`config.mk`:
```
export PLATFORM = sky130hd
export DESIGN_NAME = fib_job_sched
export DESIGN_NICKNAME = d
export VERILOG_FILES = /design/src/rtl/fib_job_sched.sv
export SDC_FILE = /design/constraint.sdc
export NUM_CORES = 1
export LEC_CHECK = 0
export ABC_CLOCK_PERIOD_IN_PS = 2500
export CELL_PAD_IN_SITES_DETAIL_PLACEMENT = 1
export CELL_PAD_IN_SITES_GLOBAL_PLACEMENT = 1
export CORE_MARGIN = 10
export CORE_UTILIZATION = 41
export DETAILED_ROUTE_END_ITERATION = 8
export GPL_TIMING_DRIVEN = 0
export PLACE_DENSITY = 0.79
export SLEW_MARGIN = 20
export SYNTH_ARGS = -nofsm -noshare
export SYNTH_HDL_FRONTEND = slang
export SYNTH_SLANG_ARGS = --single-unit
export TNS_END_PERCENT = 50
```
`constraint.sdc`:
```
create_clock -name clk -period 2.5 [get_ports clk]
set_clock_uncertainty 0.15 [all_clocks]
set_input_delay 0.5 -clock clk [delete_from_list [all_inputs] [get_ports clk]]
set_output_delay 0.5 -clock clk [all_outputs]
set_load 0.05 [all_outputs]
```
`src/rtl/fib_job_sched.sv`:
```
// fib_job_sched: one iterative Fibonacci engine shared round-robin by two requesters
// Ports:
//   clk, rst (async, active-low)
//   req0_valid/req0_idx/req0_ready, req1_valid/req1_idx/req1_ready : job submission
//   rsp_valid/rsp_ready/rsp_id/rsp_value/rsp_ovf                    : result channel
//   busy                                                             : engine not idle
module fib_job_sched #(
   parameter int WIDTH = 32,
   parameter int IDX_W = 6
) (
   input  logic             clk,
   input  logic             rst,
   input  logic             req0_valid,
   input  logic [IDX_W-1:0] req0_idx,
   output logic             req0_ready,
   input  logic             req1_valid,
   input  logic [IDX_W-1:0] req1_idx,
   output logic             req1_ready,
   output logic             rsp_valid,
   input  logic             rsp_ready,
   output logic             rsp_id,
   output logic [WIDTH-1:0] rsp_value,
   output logic             rsp_ovf,
   output logic             busy
);
   typedef enum logic [1:0] {IDLE, RUN, DONE} state_t;
   state_t           state, state_nxt;
   logic             last_grant, id, cur_ovf, nxt_ovf;
   logic             g0, g1, accept;
   logic [IDX_W-1:0] cnt, grant_idx;
   logic [WIDTH-1:0] cur, nxt;
   logic [WIDTH:0]   sum;
   // on a tie the requester that was not granted last time wins
   always_comb begin
      g0 = req0_valid && (!req1_valid || last_grant);
      g1 = req1_valid && (!req0_valid || !last_grant);
      req0_ready = rst && state == IDLE && g0;
      req1_ready = rst && state == IDLE && g1;
      accept = req0_ready || req1_ready;
      grant_idx = g1 ? req1_idx : req0_idx;
      sum = {1'b0, cur} + {1'b0, nxt};
      busy = state != IDLE;
      rsp_valid = state == DONE;
   end
   always_comb begin
      state_nxt = state;
      case (state)
         IDLE:    state_nxt = accept ? RUN : IDLE;
         RUN:     state_nxt = cnt == '0 ? DONE : RUN;
         DONE:    state_nxt = rsp_ready ? IDLE : DONE;
         default: state_nxt = IDLE;
      endcase
   end
   always_ff @(posedge clk or negedge rst) begin
      if (!rst) state <= IDLE;
      else state <= state_nxt;
   end
   // nxt_ovf marks that the true value behind nxt no longer fits; cur inherits it one step later
   always_ff @(posedge clk or negedge rst) begin
      if (!rst) begin
         last_grant <= 1'b1;
         id <= 1'b0;
         cnt <= '0;
         cur <= '0;
         nxt <= '0;
         cur_ovf <= 1'b0;
         nxt_ovf <= 1'b0;
         rsp_id <= 1'b0;
         rsp_value <= '0;
         rsp_ovf <= 1'b0;
      end else begin
         if (accept) begin
            id <= g1;
            last_grant <= g1;
            cnt <= grant_idx;
            cur <= '0;
            nxt <= WIDTH'(1);
            cur_ovf <= 1'b0;
            nxt_ovf <= 1'b0;
         end
         if (state == RUN && cnt != '0) begin
            cur <= nxt;
            nxt <= sum[WIDTH-1:0];
            nxt_ovf <= nxt_ovf | sum[WIDTH];
            cur_ovf <= nxt_ovf;
            cnt <= cnt - IDX_W'(1);
         end
         if (state == RUN && cnt == '0) begin
            rsp_id <= id;
            rsp_value <= cur;
            rsp_ovf <= cur_ovf;
         end
      end
   end
endmodule
```
==> summary.md <==
| Metric | Value |
|---|---|
| Drt total wl | 19,100 µm |
| Number of routed nets with antenna violations | 0 |
| Die Y | 143 µm |
| Share of the synthesized area in the top cell type | 0.440 |
| Vias per inst | between 5 and 6 |
| Pre-Repair DR Iteration Count | 5 |
| Least-Margin Pin Slew | a little over 0.7 ns |
| Max cap viols | 0 |
| Share of cells above drive strength 1 | 0.258 |
| Syn_nets | a little under 700 |
| Via count | 5,317 |
| Gr ovfl total | 0 |
| Yosys reg bits | 110 |
| Area of the multi-input gates | about 3700 µm² |
| CP bufs+invs | 0 |
| Area occupied by registers | 2760 µm² |
| Clock sink count | 110 |
| Critical Path Max Stage Delay | about 0.43 ns |
| Die Width | 143 µm |
| Post-synth EDFFs | 0 |
| DRC | 0 |
| Synth Instances | between 600 and 700 |
| H-tree depth | 3 |
| Critical-path top delay cell | dfrtp_1 |
| CP Cell Sequence | ha_4 -> o211ai_4 -> o211ai_2 -> a41oi_4 -> o31ai_4 -> a211oi_4 -> or3_1 -> nand3_1 |
| Final Setup Violations | 14 |
| Relative slew slack | 0.523 |
| Crit path launch | nxt[3] |
| Avg WL per Cell | 20.5 µm |
| Final nets | 795 |
| Warnings from Yosys | 0 |
| Vias in the first global route | ~5,800 |
| Final Cell Area | 8150 µm² |
| Crit share post-route | 1.06 |
| Status | finished with violations |
| Yosys cell types | 68 |
| GRT Overall Usage | 0.184 |
| CTS tree | built |
| Async S/R FF share, synth | 1.00 |
| RSZ-0062 raised after global routing | true |
| Hold Crit Class | input pin to asynchronous set/reset pin |
| Final HPWL DP | 12,400 µm |
| Largest net degree at the start of global routing | 39 |
| Largest area contributor in the netlist | dfrtp_1 |
| Most numerous cell in the Yosys netlist | dfrtp_1 |
| Longest Clk Path Bufs | 2 |
| Global-route wire length before repair | between 20,000 and 30,000 µm |
| Port bufs | 54 |
| Dpl cell area | 7010 µm² |
| Global placement routability congestion | 0.879 |
| FP Rows | 44 |
| Setup WS post-layout | -0.162 ns |
| Critical path peak fanout | 4 |
| Root buffer cell | clkbuf_16 |
| Top cells by area, synth | dfrtp_1 (44%), ha_1 (6.7%), nand2_1 (6.3%) |
| Initial Utilization | 0.422 |
| Top cells by count, synth | dfrtp_1 (109), nand2_1 (104), nand3_1 (70), o21ai_0 (38), ha_1 (33) |
| CP top delay family | compound AO/OA/AOI/OAI gates |
| P&R area growth vs syn | 31.3% |
| Tmin final | roughly 2.7 ns |
| Drt initial violations | 214 |
| Clk_lat worst skew | 0.36 ns |
| Maximum clock frequency | roughly 0.38 GHz |
| Clock-pin slew on the worst setup and hold paths | 0.07 ns |
| # IOs | 55 |
| Post-synthesis sequential area ratio | 0.444 |
| Diodes inserted | 0 |
| Core ar. | 14,700 µm² |
| Worst setup path category | register to register |
| Antenna violations before repair | 0 |
| Worst EP required | around 2.7 ns |
| Cell Area, Synth | ~6200 µm² |
| Worst R2R Start | nxt[3] |
| Endpoints failing hold | 0 |
| Final Max Slew Viols | 0 |
| Syn_area_per_cell | 9.73 µm² |
| Synth Flop Type | dfrtp_1 |
| CP endpoint kind | register |
| # fillers | 1,619 |
| Die area | 20,500 µm² |
| Failing checks | setup timing |
| Number of CTS-inserted buffers | 9 |
| Startpoint types | register |
| Arr. time, crit path | roughly 2.8 ns |
cell type report:
type	instances	area share
multi-input combinational	481	0.449
tap	184	0.0283
inverter	15	0.00691
sequential	110	0.339
buffer	32	0.0280
clock inverter	7	0.00599
timing repair buffer	95	0.115
clock buffer	9	0.0276
through the flow:
stage / hold WS [ns] / util / TNS, ns / std cells / worst slack [ns]
final: 0.0144 / 0.554 / -1.10 / 933 / -0.162
after global routing: 0.0168 / 0.554 / -2.58 / 933 / -0.215
after CTS: 0.0177 / 0.531 / -0.453 / 913 / -0.112
after detailed placement: 0.269 / 0.477 / -28.10 / 877 / -0.932
after global placement: 0.315 / 0.475 / -684.80 / 876 / -4.40
after floorplan: 0.0544 / - / 0 / 638 / 0.0252
cells in the final DEF (no fill, tap or decap), types with 15 or more instances in the layout:
cell,synthesis,final
a21o_1,15,15
a21oi_1,30,20
buf_4,0,35
clkdlybuf4s50_1,0,51
dfrtp_1,109,103
ha_1,33,16
ha_4,0,15
mux2_2,32,32
nand2_1,104,104
nand3_1,70,69
nor2_1,17,16
o21ai_0,38,30
tightest hold or removal path: cells and delay by family:
family                 cells  cell delay (ns)
buffers and inverters      3             0.38
state kept, by name, indices dropped and copies added, names as in the netlist:
signal / count
cur: 32
nxt: 32
rsp_value: 32
cnt: 6
state: 2
cur_ovf: 1
id: 1
last_grant: 1
nxt_ovf: 1
rsp_id: 1
rsp_ovf: 1
worst paths after layout:
| kind | cells after the start | endpoint | slack [ns] |
|---|---|---|---|
| max | 8 | nxt[31] | -0.16 |
| min | 3 | cur[26] | 0.01 |
| max reg2reg | 8 | nxt[31] | -0.16 |
| min in group clk | 2 | rsp_id | 0.35 |
| min reg2reg | 2 | rsp_id | 0.35 |
| max in group asynchronous | 2 | cur[3] | 1.93 |
per-layer routing:
layer	GRT usage	routed length [µm]	vias to the layer above
met4	0.0548	308	0
met3	0.0438	606	21
met2	0.330	10100	73
li1	-	-	2513
met1	0.211	8080	2710
met5	0	0	-
kinds of logic (layout without fill, tap and decap cells):
logic type | Yosys count | count (layout) | share of synthesized area
AOI/OAI and AO/OA | 155 | 155 | 0.170
xor gates and xnor gates | 22 | 22 | 0.0311
adders and majority gates | 34 | 34 | 0.0698
buffers and inverters | 47 | 158 | 0.0429
DFF | 110 | 110 | 0.444
muxes | 37 | 37 | 0.0661
and+or+nand+nor | 233 | 233 | 0.176
timing repair:
item,in CTS,in global routing
gates cloned,1,0
resized for setup,67,58
setup endpoints to repair,81,85
pin swaps,19,26
buffers inserted,16,21
hold buffers,3,0
endpoints found under the hold margin,35,0
Power is left out: the tool's default activity adds up to more than one toggle a clock period on the data nets, which glitch-free logic cannot reach.
